### src/rtl/ldpc_dec.sv
// Hard-decision LDPC decoder core: captures per-slot LLR sign bits, waits an
// iteration budget, then streams the information-slot hard decisions out.
module ldpc_dec #(
  parameter int ZC              = 4,
  parameter int VWIDTH          = 8,
  parameter int DEC_OUT_LIFTING = 8,
  parameter int APP_ADDR_WIDTH  = 6
) (
  input  logic                          clk,
  input  logic                          rst_n,
  input  logic [ZC*VWIDTH-1:0]          APPmsg_ini_subx_0,
  input  logic [ZC*VWIDTH-1:0]          APPmsg_ini_subx_1,
  input  logic [ZC*VWIDTH-1:0]          APPmsg_ini_subx_2,
  input  logic [ZC*VWIDTH-1:0]          APPmsg_ini_subx_3,
  input  logic [ZC*VWIDTH-1:0]          APPmsg_ini_subx_4,
  input  logic [ZC*VWIDTH-1:0]          APPmsg_ini_subx_5,
  input  logic [ZC*VWIDTH-1:0]          APPmsg_ini_subx_6,
  input  logic [ZC*VWIDTH-1:0]          APPmsg_ini_subx_7,
  input  logic [1:0]                    APPmsg_ini_sub_x,
  input  logic                          buffer_valid,
  input  logic                          buffer_start,
  input  logic                          buffer_last,
  input  logic [2:0]                    iLs,
  input  logic [2:0]                    jLs,
  input  logic [5:0]                    P,
  input  logic [APP_ADDR_WIDTH-1:0]     APP_addr_max,
  input  logic [APP_ADDR_WIDTH-2:0]     APP_addr_rd_max,
  output logic                          buffer_ready,
  output logic                          decode_valid,
  output logic [2:0]                    decode_valid_cnt,
  output logic [ZC*DEC_OUT_LIFTING-1:0] APPmsg_decode_out
);

  localparam int SLOT_W = ZC * DEC_OUT_LIFTING;

  localparam logic [1:0] S_IDLE   = 2'd0;
  localparam logic [1:0] S_LOAD   = 2'd1;
  localparam logic [1:0] S_DECODE = 2'd2;
  localparam logic [1:0] S_OUTPUT = 2'd3;

  logic [1:0]                state_q, state_d;
  logic [2:0]                ils_q, ils_d;
  logic [2:0]                jls_q, jls_d;
  logic [5:0]                p_q, p_d;
  logic [APP_ADDR_WIDTH-1:0] addr_max_q, addr_max_d;
  logic [APP_ADDR_WIDTH-2:0] addr_rd_max_q, addr_rd_max_d;
  logic [8:0]                dec_cnt_q, dec_cnt_d;
  logic [SLOT_W-1:0]         slot_q [4];
  logic [SLOT_W-1:0]         slot_d [4];
  logic                      dv_q, dv_d;
  logic [2:0]                vcnt_q, vcnt_d;
  logic [SLOT_W-1:0]         dout_q, dout_d;

  logic [ZC*VWIDTH-1:0] col [8];
  logic [SLOT_W-1:0]    hard;
  logic [5:0]           p_eff;
  logic [2:0]           j_eff;
  logic [8:0]           dec_len;
  logic [2:0]           last_beat;
  logic [1:0]           nxt_slot;
  logic                 unused_reserved;

  assign col[0] = APPmsg_ini_subx_0;
  assign col[1] = APPmsg_ini_subx_1;
  assign col[2] = APPmsg_ini_subx_2;
  assign col[3] = APPmsg_ini_subx_3;
  assign col[4] = APPmsg_ini_subx_4;
  assign col[5] = APPmsg_ini_subx_5;
  assign col[6] = APPmsg_ini_subx_6;
  assign col[7] = APPmsg_ini_subx_7;

  // Hard decision is the LLR sign bit, so a zero LLR decides 0.
  always_comb begin
    hard = '0;
    for (int c = 0; c < DEC_OUT_LIFTING; c++) begin
      for (int z = 0; z < ZC; z++) begin
        hard[c*ZC+z] = col[c][z*VWIDTH+VWIDTH-1];
      end
    end
  end

  // A zero budget or multiplier still costs one pass.
  assign p_eff     = (p_q == 6'd0) ? 6'd1 : p_q;
  assign j_eff     = (jls_q == 3'd0) ? 3'd1 : jls_q;
  assign dec_len   = 9'(p_eff) * 9'(j_eff);
  assign last_beat = (ils_q == 3'd2) ? 3'd1 : 3'd2;
  assign nxt_slot  = vcnt_q[1:0] + 2'd1;

  assign unused_reserved = ^{addr_max_q, addr_rd_max_q};

  always_comb begin
    state_d       = state_q;
    ils_d         = ils_q;
    jls_d         = jls_q;
    p_d           = p_q;
    addr_max_d    = addr_max_q;
    addr_rd_max_d = addr_rd_max_q;
    dec_cnt_d     = dec_cnt_q;
    slot_d        = slot_q;
    dv_d          = 1'b0;
    vcnt_d        = 3'd0;
    dout_d        = '0;
    case (state_q)
      S_IDLE: begin
        dec_cnt_d = 9'd0;
        if (buffer_start) begin
          state_d       = S_LOAD;
          ils_d         = iLs;
          jls_d         = jLs;
          p_d           = P;
          addr_max_d    = APP_addr_max;
          addr_rd_max_d = APP_addr_rd_max;
        end
      end
      S_LOAD: begin
        if (buffer_valid) begin
          slot_d[APPmsg_ini_sub_x] = hard;
          if (buffer_last) begin
            state_d   = S_DECODE;
            dec_cnt_d = 9'd0;
          end
        end
      end
      S_DECODE: begin
        // The extra compare cycle places the first beat at last + D + 1.
        if (dec_cnt_q == dec_len) begin
          state_d = S_OUTPUT;
          dv_d    = 1'b1;
          vcnt_d  = 3'd0;
          dout_d  = slot_q[0];
        end else begin
          dec_cnt_d = dec_cnt_q + 9'd1;
        end
      end
      default: begin
        if (vcnt_q == last_beat) begin
          state_d = S_IDLE;
        end else begin
          dv_d   = 1'b1;
          vcnt_d = vcnt_q + 3'd1;
          dout_d = slot_q[nxt_slot];
        end
      end
    endcase
  end

  always_ff @(posedge clk or posedge rst_n) begin
    if (rst_n) begin
      state_q       <= S_IDLE;
      ils_q         <= '0;
      jls_q         <= '0;
      p_q           <= '0;
      addr_max_q    <= '0;
      addr_rd_max_q <= '0;
      dec_cnt_q     <= '0;
      for (int s = 0; s < 4; s++) slot_q[s] <= '0;
      dv_q          <= 1'b0;
      vcnt_q        <= '0;
      dout_q        <= '0;
    end else begin
      state_q       <= state_d;
      ils_q         <= ils_d;
      jls_q         <= jls_d;
      p_q           <= p_d;
      addr_max_q    <= addr_max_d;
      addr_rd_max_q <= addr_rd_max_d;
      dec_cnt_q     <= dec_cnt_d;
      for (int s = 0; s < 4; s++) slot_q[s] <= slot_d[s];
      dv_q          <= dv_d;
      vcnt_q        <= vcnt_d;
      dout_q        <= dout_d;
    end
  end

  assign buffer_ready      = (state_q == S_IDLE);
  assign decode_valid      = dv_q;
  assign decode_valid_cnt  = vcnt_q;
  assign APPmsg_decode_out = dout_q;

endmodule

### config.mk
export PLATFORM = sky130hd
export DESIGN_NAME = ldpc_dec
export DESIGN_NICKNAME = d
export VERILOG_FILES = /design/src/rtl/ldpc_dec.sv
export SDC_FILE = /design/constraint.sdc
export NUM_CORES = 1
export LEC_CHECK = 0
export BUFFER_PORTS_ARGS = -buffer_cell sky130_fd_sc_hd__buf_4
export CAP_MARGIN = 10
export CORE_UTILIZATION = 50
export CTS_CLUSTER_SIZE = 40
export DETAILED_ROUTE_END_ITERATION = 7
export PLACE_DENSITY = 0.81
export SETUP_SLACK_MARGIN = 0.3
export SYNTH_ARGS = -nofsm -noshare
export SYNTH_HDL_FRONTEND = slang
export SYNTH_SLANG_ARGS = --single-unit
### constraint.sdc
create_clock -name clk -period 9.8 [get_ports clk]
set_clock_uncertainty 0.2 [all_clocks]
set_input_delay 2.45 -clock clk [delete_from_list [all_inputs] [get_ports clk]]
set_output_delay 2.45 -clock clk [all_outputs]
set_load 0.1 [all_outputs]
; ---- After elaboration in Yosys (flattened, before gate mapping)
; Index checks and enable logic that the tools add are counted.
; Widths: inputs -> output; s select.
[op_classes]
n_addsub = 3
bitwise_logic = 2
order_cmp = 3
n_reduce_logical = 12
n_mux = 27
n_eq_ne = 10
mul = 1
[op_table]
columns = cell, count
row1 = $mux 32, 5
row2 = $bwmux 128, 1
row3 = $bmux 32 s2, 1
row4 = $demux 32 s2, 1
row5 = $pmux 32 s2, 1
row6 = $mux 9, 3
row7 = $pmux 9 s3, 1
row8 = $mux 2, 6
row9 = $ne 2x2->1 const B, 5
row10 = $add 9x1->9 const B, 1
row11 = $eq 9x9->1, 1
row12 = $mul 6x3->9, 1
row13 = $mux 3, 3
row14 = $ge 3x3->1 const B, 2
row15 = $logic_not 6->1, 1
row16 = $mux 6, 1
row17 = $not 2->3, 2
row18 = $pmux 2 s3, 1
row19 = $reduce_and 5->1, 1
row20 = $reduce_and 2->1, 2
row21 = $reduce_and 4->1, 1
row22 = $reduce_bool 4->1, 1
row23 = $add 3x1->3 const B, 1
row24 = $eq 3x2->1, 1
row25 = 13 further kinds, 14
[word_totals]
in_bits = 286
wordCells = 70
ff_bits = 187
output_inout_bits = 37

; ---- Logic depth before layout (Yosys ltp)
; Gate-level depths: netlist of the first run.
[depth]
word_depth = 7
ltp_mapped = 16
depth_no_buf = 14

; ---- Least setup slack after synthesis of the first run
; Ideal clock, no wire load.
[synth_path]
kind = reg2out
start = reg state_q[0]
end = out buffer_ready
n_path_buf = 0
path_slack_ps = 5806
t_arrival_ps = 1344
path_stages_with_launch = 3
cell_sequence = dfrtp_1 > inv_1 > ha_1
[synth_via]
elab_chain_len = 1
[synth_rtl]
columns = item, line_no
row1 = "start, declared", 41  ; logic [1:0] state_q, state_d;
row2 = "start signal, assigned", 161  ; state_q <= state_d;
row3 = $logic_not 2->1, 175  ; assign buffer_ready = (state_q == S_IDLE);
row4 = "end, declared", 28  ; output logic buffer_ready,
; Every way passes these cells.

; ---- Worst setup path in the final report of the first run
[layout_path]
start = reg jls_q[1]
end = reg dout_q[0], in the netlist APPmsg_decode_out[0]
[layout_via]
elab_chain_len = 6
[layout_rtl]
columns = item, line_no
row1 = "start, declared", 43  ; logic [2:0] jls_q, jls_d;
row2 = "start signal, assigned", 163  ; jls_q <= jls_d;
row3 = $logic_not 3->1, 84  ; assign j_eff = (jls_q == 3'd0) ? 3'd1 : jls_q;
row4 = $mux 3 (*), 84
row5 = $mul 6x3->9 (*), 85  ; assign dec_len = 9'(p_eff) * 9'(j_eff);
row6 = $eq 9x9->1 (*), 126  ; if (dec_cnt_q == dec_len) begin
row7 = $mux 32 (*), 126
row8 = $pmux 32 s2 (*), 103  ; case (state_q)
row9 = via dout_d[0], 52  ; logic [SLOT_W-1:0] dout_q, dout_d;
row10 = "end signal, assigned", 171  ; dout_q <= dout_d;
row11 = "end, declared", 52
; Mark *: on every way through the listed nets, which the timed path passes. The rest lies on a longest branch.
; A chain may end at the register's enable or synchronous reset.

==> results by group, run 1 <==
Global routing
  • Initial antenna violation count: 1
  • Tot GR Track Use: 0.218
  • First-pass GRT wire length: 30100 µm
  • Largest net degree at the start of global routing: between 100 and 150
  • Total grt overflow: 0
  • Number of global-route vias before repair: 5806

Final layout
  • Fin nets: between 1000 and 1500
  • Non-filler cells, final: 941
  • Most frequent cells in the layout: 186 x dfrtp_1, 142 x mux2_2, 93 x buf_4, 45 x inv_1, 32 x mux4_2
  • Commonest non-fill, non-tap cell in the layout: dfrtp_1
  • Fillers: 1298
  • Layout cells sized above 1: 0.447
  • Area growth syn-to-layout: 16.3%
  • Ant diodes: 0
  • Post-route cell area: 10200 µm²
  • Utilization after layout: 0.594

Timing
  • Slew Viols, Final: 0
  • Slew Limit Headroom: 0.281
  • Unrepaired setup endpoints after global routing: false
  • Hold WS: 0.302 ns
  • Final min period: about 5.0 ns
  • Final TNS setup: 0 ns
  • Post-route clock period utilization: 0.514
  • Final-report hold violation count: 0
  • Fmax: about 0.20 GHz
  • Actual slew at the worst max-slew pin: 1.08 ns
  • Final setup fails: 0

Placement
  • DP HPWL: 12000 µm
  • IO Port Bufs: 87
  • Cell Area, Placed: 9650 µm²
  • Placed Instances: 909
  • Gp weighted congestion: 0.786

Pwr
  • Net switching power: about 1.5 mW
  • Leakage: 4.69 nW
  • Sequential share of power: 0.357
  • Max rail drop VDD: ~0.37 mV
  • Switching portion of total power: 0.401
  • Internal power: 2.20 mW
  • Clock network fraction of total power: 0.181
  • Pwr dens: approximately 360 nW/µm²
  • Combinational share of power: 0.462

Detailed routing
  • Initial DRT Pass Iterations: 4
  • ANT nets after route: 0
  • Routed vias: 5355
  • Residual DRC: 0
  • Iteration-0 DRC Markers: 188
  • Total wire length: between 15000 and 20000 µm
  • Via/cell ratio: 5.69
  • DR WL/cell: 19.7 µm

Logic synthesis
  • Mapped Avg Cell Area: 14.1 µm²
  • Mapped Area: 8800 µm²
  • Post-synth EDFFs: 0
  • Cells after Synth: 624
  • Top FF cell, synth: dfrtp_1
  • Syn Nets: 930
  • Register area share after synthesis: 0.532
  • Yosys cell types: 52
  • Seq cells post-synth: 187
  • Post-synth ARST share: 1.00
  • Synth warnings: 0

Critical path
  • Reg2reg end: APPmsg_decode_out[0]
  • CP required: between 9 and 10 ns
  • Crit end category: register
  • CP Launch Point: jls_q[1]
  • Worst setup path endpoint: APPmsg_decode_out[0]
  • Worst reg2reg startpoint: jls_q[1]
  • R2r setup slk: between 4 and 5 ns
  • CP arrival: 5.14 ns
  • R2R depth: 12
  • Critical path type: reg -> reg
  • Startpoint Class: register
  • Crit-path max FO: 21

Floorplan
  • Core ar.: 17200 µm²
  • Top Ports: 323
  • Die width: 135 µm
  • Row Count: between 40 and 50
  • Die Y: 135 µm
  • Initial Util: 0.511
  • DIE AREA: about 18000 µm²

Clocking
  • H-tree depth: 4
  • Clock-pin slew on the worst setup and hold paths: roughly 0.07 ns
  • CTS tree: built
  • Clock sink total: 187
  • Root buf cell: clkbuf_16
  • Hold Buf Count CTS: 0
  • Post_cts resized: 0
  • CTS buffer count: 17
  • Setup repair bufs after CTS: 0
  • Clock Path Buffers: 2
  • Clk_lat worst skew: approximately 0.43 ns

Job
  • Max-cap violations: 0

Min path
  • Hold Crit Class: reg -> reg

Outcome
  • Status: finished clean
==> worst max-delay path, cell delays in order (launching register included) <==
cell       delay [ns]
dfrtp_1          0.46
o21bai_1         0.35
and2_1           0.20
fa_1             0.46
ha_1             0.34
a211oi_2         0.34
o21bai_1         0.12
a211oi_1         0.34
nor3_1           0.08
or4_1            0.72
nor3_4           0.62
buf_4            0.46
o2bb2ai_1        0.22
==> cells in the mapped netlist (6+ instances only) <==
master / count / share of area
a21oi_1: 7 / 0.0040
and2_1: 14 / 0.010
buf_1: 7 / 0.0030
clkbuf_1: 21 / 0.0090
dfrtp_1: 187 / 0.53
ha_1: 15 / 0.021
inv_1: 46 / 0.020
mux2_2: 142 / 0.18
mux4_2: 32 / 0.082
nand2_1: 19 / 0.0081
nor2_1: 13 / 0.0055
nor3_1: 6 / 0.0034
o2bb2ai_1: 22 / 0.022
o2bb2ai_2: 10 / 0.017
xnor2_1: 7 / 0.0070
xor2_1: 6 / 0.0060
==> how the worst min path moves through the flow <==
| stage | start | to | cells after the start | slack, ns |
|---|---|---|---|---|
| 2_1_floorplan | slot_q[96] | APPmsg_decode_out[0] | 1 | 0.27 |
| 3_3_place_gp | slot_q[120] | APPmsg_decode_out[24] | 1 | 0.28 |
| 3_5_place_dp | slot_q[2] | slot_q[2] | 1 | 0.29 |
| 4_1_cts | slot_q[2] | slot_q[2] | 1 | 0.30 |
| 5_1_grt | slot_q[5] | slot_q[5] | 1 | 0.31 |
| 6_report | slot_q[2] | slot_q[2] | 1 | 0.30 |
==> per-layer routing <==
layer  vias up  track usage  part of all wire
li1       2414            -                 -
met1      2812        0.259              0.40
met2       101        0.368              0.52
met3        28       0.0743             0.064
met5         -            0                 0
met4         0       0.0774             0.020
==> layout make-up <==
type	count	area (µm²)	share of cell area
Sequential cell	187	4680	0.457
Multi-Input combinational cell	357	3810	0.372
Timing Repair Buffer	93	698	0.0682
Clock buffer	23	508	0.0496
Tap cell	225	282	0.0275
Inverter	47	184	0.0180
Clock inverter	9	73.8	0.00721
==> through the flow <==
step           setup slack (ns)  power, mW
3_5_place_dp               4.83       3.03
3_3_place_gp               4.97       2.92
2_1_floorplan              2.06       2.64
6_report                   4.76       3.68
4_1_cts                    4.80       3.70
5_1_grt                    4.55       3.90
==> cells by family (layout without fill, tap and decap cells) <==
family,Yosys count,count (layout),share of synthesized area
adder cells (fa/ha/maj),20,20,0.0327
flip-flops,187,187,0.532
AND/OR/NAND/NOR,81,81,0.0516
XOR/XNOR,13,13,0.0129
buffers and inverters,80,172,0.0370
AO/OA/AOI/OAI,68,68,0.0692
multiplexers,175,175,0.265
==> power groups by stage <==
stage	Combinational (mW)	Sequential, mW	Clock, mW
floorplan	1.05	1.59	0
global placement	1.64	1.28	0
detailed placement	1.70	1.32	0
CTS	1.71	1.31	0.675
global route	1.84	1.35	0.706
finish	1.70	1.31	0.666
==> sequential cells by signal, summed over array words and instances (netlist names) <==
register	flops
dec_cnt_q	9
p_q	6
ils_q	3
APPmsg_decode_out	32
slot_q	128
decode_valid_cnt	3
jls_q	3
decode_valid	1
state_q	2
Power figures use the tool's default switching activity.
==> run 2: changes to the inputs <==
==> constraint.sdc (replaced) <==
create_clock -name clk -period 4.9 [get_ports clk]
set_clock_uncertainty 0.2 [all_clocks]
set_input_delay 1.225 -clock clk [delete_from_list [all_inputs] [get_ports clk]]
set_output_delay 1.225 -clock clk [all_outputs]
set_load 0.1 [all_outputs]
==> run 2 against run 1 <==
Effect of this change: register-to-register slack got worse by 4.2 ns; worst hold slack worse by 0.0019 ns; clock power is 110% higher; sequential power is 100% higher; via count increased by 0.67%.
==> results by group, run 2 (same netlist as run 1, synthesis figures left out) <==
Outcome
  • Status: finished clean

Clocking
  • CTS tree: built
  • H-tree depth: 4 (unchanged)
  • CTS buffer count: 17 (unchanged)
  • Root buf cell: clkbuf_16
  • Clk_lat worst skew: 0.43 ns (about the same)
  • Clock-pin slew on the worst setup and hold paths: 0.07 ns (about the same)
  • Setup repair bufs after CTS: 0 (unchanged)
  • Clock Path Buffers: 2 (unchanged)
  • Clock sink total: 187 (unchanged)

Critical path
  • Crit-path leading delay family: compound AO/OA/AOI/OAI gates
  • Crit end category: register
  • Slowest cell on crit path: or4_1
  • Startpoint Class: register
  • Slowest cell delay on critical path: 0.72 ns (about the same)
  • Worst reg2reg startpoint: jls_q[1]
  • Crit-path max FO: 32 (+52%)
  • CP required: 4.99 ns (-4.92 ns)
  • WP buf/inv: 1 (unchanged)
  • Critical-path cell list: o21bai_2 > and2_1 > fa_1 > ha_1 > a211oi_2 > o21bai_1 > a211oi_1 > nor3_1 > or4_1 > nor3_4 > buf_12 > o2bb2ai_1
  • Critical path type: reg -> reg
  • CP arrival: 4.41 ns (-0.73 ns)
  • CP Launch Point: jls_q[1]

Global routing
  • First-pass GRT wire length: 31200 µm (+3.6%)
  • Largest net degree at the start of global routing: 68 (-45%)
  • Total grt overflow: 0 (unchanged)
  • Initial antenna violation count: 1 (unchanged)
  • Tot GR Track Use: 0.229 (+0.0109)
  • Number of global-route vias before repair: 5875 (+1.2%)

Timing
  • Hold WS: 0.300 ns (-0.00188 ns)
  • Actual slew at the worst max-slew pin: 1.05 ns (-0.0248 ns)
  • Final setup fails: 0 (unchanged)
  • Unrepaired setup endpoints after global routing: false
  • Post-route clock period utilization: 0.881 (+0.367)
  • Fmax: 0.232 GHz (+17%)
  • Slew Viols, Final: 0 (unchanged)
  • Slew Limit Headroom: 0.297 (+0.0165)
  • Final min period: 4.32 ns (-0.718 ns)
  • Final TNS setup: 0 ns (unchanged)
  • Final-report hold violation count: 0 (unchanged)
  • Worst setup margin: 0.582 ns (-4.18 ns)

Detailed routing
  • Routed vias: 5391 (+0.67%)
  • Initial DRT Pass Iterations: 4 (unchanged)
  • Via/cell ratio: 5.70 (+0.25%)
  • Residual DRC: 0 (unchanged)
  • Iteration-0 DRC Markers: 245 (+30%)
  • ANT nets after route: 0 (unchanged)
  • DR WL/cell: 20.3 µm (+2.7%)
  • Total wire length: 19200 µm (+3.2%)

Final layout
  • Reg with most FFs: slot_q
  • Max reg flops: 128 (unchanged)
  • Layout cells sized above 1: 0.449 (+0.00231)
  • Area growth syn-to-layout: 17.3%
  • Most frequent cells in the layout: 186 x dfrtp_1, 142 x mux2_2, 94 x buf_4, 45 x inv_1, 32 x mux4_2
  • Fin nets: 1012 (+0.30%)
  • Commonest non-fill, non-tap cell in the layout: dfrtp_1

Placement
  • DP HPWL: 12600 µm (+5.0%)
  • Gp weighted congestion: 0.846 (+7.6%)
  • Post-Place Worst Slack: 0.617 ns (-4.22 ns)
  • IO Port Bufs: 87 (unchanged)

Pwr
  • Max rail drop VDD: 0.452 mV (+23%)
  • Leakage: 4.72 nW (+0.79%)
  • Pwr dens: 726 nW/µm² (+100%)

Floorplan
  • Core ar.: 17200 µm² (unchanged)
  • Row Count: 48 (unchanged)
  • Top Ports: 323 (unchanged)
  • DIE AREA: 18100 µm² (unchanged)
  • Die Y: 135 µm (unchanged)
  • Initial Util: 0.511 (unchanged)
  • Die width: 135 µm (unchanged)

Min path
  • Hold Crit Class: reg -> reg
  • Hold Crit Start: slot_q[21]

Job
  • Max-cap violations: 0 (unchanged)
## run 2: cell types whose count changed in the layout (fill, tap and decap cells not counted), sizes merged
cell and change:
bufinv +3, clkinv +2, inv -2, buf +3, diode +1, clkbuf -3
## run 2: path summary, 6_finish.rpt
path,endpoint,slack [ns],cells after the start
worst max-delay path,APPmsg_decode_out[0],0.58,12
worst min-delay path,slot_q[21],0.30,1
worst max register to register,APPmsg_decode_out[0],0.58,12
worst min register to register,slot_q[21],0.30,1
max in group asynchronous,slot_q[69],2.67,3
min in group asynchronous,slot_q[115],0.81,2
## run 2: per-stage QoR
step,power [mW],std cells,area (µm²),utilization
after floorplan,5.29,624,8800,-
after global placement,5.85,912,9700,0.563
after detailed placement,6.07,912,9700,0.563
after CTS,7.53,944,10300,0.598
after global routing,7.92,944,10300,0.599
final,7.49,945,10300,0.599
## run 2: worst reg2reg max path: cells and delay by family, from the launching register on
family | cells | cell delay [ns]
adder cells (fa/ha/maj) | 2 | 0.79
AO/OA/AOI/OAI | 5 | 1.26
flip-flops | 1 | 0.46
buffers and inverters | 1 | 0.27
AND/OR/NAND/NOR | 4 | 1.18
## run 2: repair_timing
item / CTS / global route
gates resized for setup: 0 / 1
endpoints found under the setup margin: 0 / 1
hold buffers: 0 / 0
## run 2: power breakdown
part	leakage [nW]	switching (mW)	total (mW)	internal, mW
clock	0.307	0.597	1.43	0.838
combinational	2.04	1.94	3.40	1.46
sequential	2.37	0.441	2.66	2.22
total	4.72	2.98	7.49	4.51
## run 2: layer usage
metal / share of wire / wire [µm] / vias to the layer above / global-route usage
met5: 0 / 0 / - / 0
met4: 0.018 / 351 / 0 / 0.0830
met3: 0.062 / 1190 / 32 / 0.0702
met2: 0.51 / 9830 / 128 / 0.386
met1: 0.41 / 7780 / 2809 / 0.277
li1: - / - / 2422 / -
## run 2: final cells by class
cell class	count	area, µm²
Timing Repair Buffer	96	746
Tap cell	225	282
Clock buffer	20	457
Sequential cell	187	4680
Inverter	47	180
Clock inverter	12	160
Fill cell	1269	6920
Multi-Input combinational cell	357	3810
Antenna cell	1	2.50
==> run 3: changes to the inputs <==
--- a/config.mk
+++ b/config.mk
@@ -10,8 +10,10 @@
 export CORE_UTILIZATION = 50
 export CTS_CLUSTER_SIZE = 40
 export DETAILED_ROUTE_END_ITERATION = 7
+export GPL_TIMING_DRIVEN = 0
 export PLACE_DENSITY = 0.81
 export SETUP_SLACK_MARGIN = 0.3
 export SYNTH_ARGS = -nofsm -noshare
 export SYNTH_HDL_FRONTEND = slang
 export SYNTH_SLANG_ARGS = --single-unit
+export TNS_END_PERCENT = 100
==> run 3 against run 2 <==
Effect of this change: power up 0.17%; cell count rose by 3.0%; core utilization is 0.67 points higher; global-route usage grew 0.71 points; maximum frequency grew 1.5%; clock power about the same; die area unchanged; first-iteration DRC count is 1.6% lower; sequential power hardly changed; sequential share of layout area fell by 0.51 points; non-clock buffer count grew 28; count of clock-buffer cells in the layout shrank 2.
==> results by group, run 3 (same netlist as run 1, synthesis figures left out) <==
Global routing
  • Largest net degree at the start of global routing: 46 (-32%)
  • Initial antenna violation count: 1 (unchanged)
  • Number of global-route vias before repair: 6039 (+2.8%)
  • Total grt overflow: 0 (unchanged)
  • Tot GR Track Use: 0.236 (+0.00710)
  • First-pass GRT wire length: 32100 µm (+2.7%)

Critical path
  • Critical path type: reg -> reg
  • Crit-path max FO: 10 (-69%)
  • CP required: 5.03 ns (+0.04 ns)
  • Startpoint Class: register
  • CP arrival: 4.38 ns (-0.03 ns)
  • Crit end category: register
  • R2r setup slk: 0.65 ns (+0.06 ns)

Pwr
  • Sequential share of power: 0.353 (-0.002)
  • Max rail drop VDD: 0.472 mV (+4.5%)
  • Combinational share of power: 0.460 (+0.006)
  • Leakage: 4.75 nW (+0.55%)
  • Net switching power: 3.00 mW (+0.69%)
  • Clock network fraction of total power: 0.187 (-0.005)
  • Overall Power: 7.50 mW (+0.17%)
  • Internal power: 4.51 mW (-0.17%)
  • Pwr dens: 719 nW/µm² (-0.93%)
  • Switching portion of total power: 0.399 (+0.00205)

Final layout
  • Layout cells sized above 1: 0.427 (-0.0222)
  • Max reg flops: 128 (unchanged)
  • Commonest non-fill, non-tap cell in the layout: dfrtp_1
  • Area growth syn-to-layout: 18.6%
  • Fin nets: 1040 (+2.8%)
  • Reg with most FFs: slot_q
  • Most frequent cells in the layout: 187 x dfrtp_1, 142 x mux2_2, 87 x buf_4, 45 x inv_1, 32 x mux4_2

Timing
  • Hold WS: 0.305 ns (+0.00466 ns)
  • Actual slew at the worst max-slew pin: 0.963 ns (-0.0919 ns)
  • Fmax: 0.235 GHz (+1.5%)
  • Final setup fails: 0 (unchanged)
  • Slew Limit Headroom: 0.358 (+0.0612)
  • Post-route clock period utilization: 0.868 (-0.0130)
  • Final TNS setup: 0 ns (unchanged)
  • Slew Viols, Final: 0 (unchanged)
  • Unrepaired setup endpoints after global routing: false
  • Final-report hold violation count: 0 (unchanged)
  • Final min period: 4.25 ns (-0.0635 ns)

Detailed routing
  • Top Layer Used: met4
  • Residual DRC: 0 (unchanged)
  • Met2 Routed Length: 10100 µm (+2.7%)
  • Met3 WL: 1390 µm (+16%)
  • ANT nets after route: 0 (unchanged)
  • Routed vias: 5548 (+2.9%)
  • Iteration-0 DRC Markers: 241 (-1.6%)
  • Initial DRT Pass Iterations: 4 (unchanged)
  • Via/cell ratio: 5.70 (about the same)
  • M1 WL: 7970 µm (+2.4%)
  • Total wire length: 19900 µm (+3.8%)
  • DR WL/cell: 20.4 µm (+0.83%)

Floorplan
  • Initial Util: 0.511 (unchanged)
  • Core ar.: 17200 µm² (unchanged)
  • Die width: 135 µm (unchanged)
  • Die Y: 135 µm (unchanged)
  • DIE AREA: 18100 µm² (unchanged)
  • Row Count: 48 (unchanged)
  • Top Ports: 323 (unchanged)

Job
  • Max-cap violations: 0 (unchanged)

Clocking
  • Hold Buf Count CTS: 0 (unchanged)
  • Clk_lat worst skew: 0.43 ns (about the same)
  • Setup repair bufs after CTS: 0 (unchanged)
  • H-tree depth: 4 (unchanged)
  • Clock sink total: 187 (unchanged)
  • Clock Path Buffers: 2 (unchanged)
  • Clock-pin slew on the worst setup and hold paths: 0.07 ns (about the same)
  • CTS buffer count: 17 (unchanged)
  • CTS tree: built
  • Root buf cell: clkbuf_16

Outcome
  • Status: finished clean

Min path
  • Hold Crit Class: reg -> reg

Placement
  • DP HPWL: 14000 µm (+11%)
  • Gp weighted congestion: 0.801 (-5.3%)
  • IO Port Bufs: 87 (unchanged)
==> run 3: cell types whose count changed in the layout (fill, tap and decap cells not counted), moves of 2 or more <==
cell and delta:
buf_2 +2, buf_6 +3, clkbuf_1 +20, buf_4 -7, buf_12 +2, clkinvlp_4 +4, buf_1 +7
==> run 3: repair_timing <==
item,4_1_cts,5_1_grt
hold endpoints to repair,0,0
gates resized for setup,0,1
setup endpoints to repair,0,8
==> run 3: power by group through the flow <==
stage | logic, mW | registers [mW] | clock network (mW)
after floorplan | 2.10 | 3.19 | 0
after global placement | 3.34 | 2.58 | 0
after detailed placement | 3.44 | 2.65 | 0
after CTS | 3.48 | 2.63 | 1.42
after global routing | 3.73 | 2.72 | 1.48
final | 3.45 | 2.65 | 1.41
==> run 3: final timing paths <==
kind                            start               endpoint  cells past startpoint
max                            p_q[5]  APPmsg_decode_out[17]                     16
min                        slot_q[84]             slot_q[84]                      1
max reg2reg                    p_q[5]  APPmsg_decode_out[17]                     16
min reg2reg                slot_q[84]             slot_q[84]                      1
max in group asynchronous       rst_n   APPmsg_decode_out[7]                      5
min in group asynchronous       rst_n             slot_q[22]                      2
==> run 3: per-stage QoR <==
| stage | cell area, µm² | worst slack [ns] | std cells | utilization |
|---|---|---|---|---|
| 4_1_cts | 10400 | 0.599 | 972 | 0.605 |
| 3_5_place_dp | 9820 | 0.645 | 940 | 0.570 |
| 5_1_grt | 10400 | 0.408 | 972 | 0.605 |
| 2_1_floorplan | 8800 | 1.07 | 624 | - |
| 3_3_place_gp | 9740 | 0.215 | 936 | 0.565 |
| 6_report | 10400 | 0.646 | 973 | 0.605 |
==> run 3: layout make-up <==
type                       count  area (µm²)
multi-input combinational    357        3800
sequential                   187        4680
clock inverter                14         170
fill                        1273        6800
timing repair buffer          91         733
buffer                        33         149
clock buffer                  18         439
antenna                        1        2.50
tap                          225         282
inverter                      47         180
==> run 3: metal layers <==
layer | track usage | vias to the layer above
met4 | 0.0993 | 0
met1 | 0.283 | 2888
li1 | - | 2483
met3 | 0.0841 | 31
met5 | 0 | -
met2 | 0.385 | 146
==> run 3: worst max-delay path, stage by stage, from the launching register on <==
cell	delay, ns
dfrtp_1	0.44
nor2_1	0.08
a21oi_1	0.18
nor2b_1	0.09
fa_1	0.55
ha_1	0.19
inv_1	0.06
fa_1	0.40
nand2b_1	0.19
a21oi_1	0.17
xnor2_1	0.17
nand2_1	0.07
or4_1	0.50
buf_2	0.19
nor3_4	0.30
buf_6	0.22
o2bb2ai_1	0.16
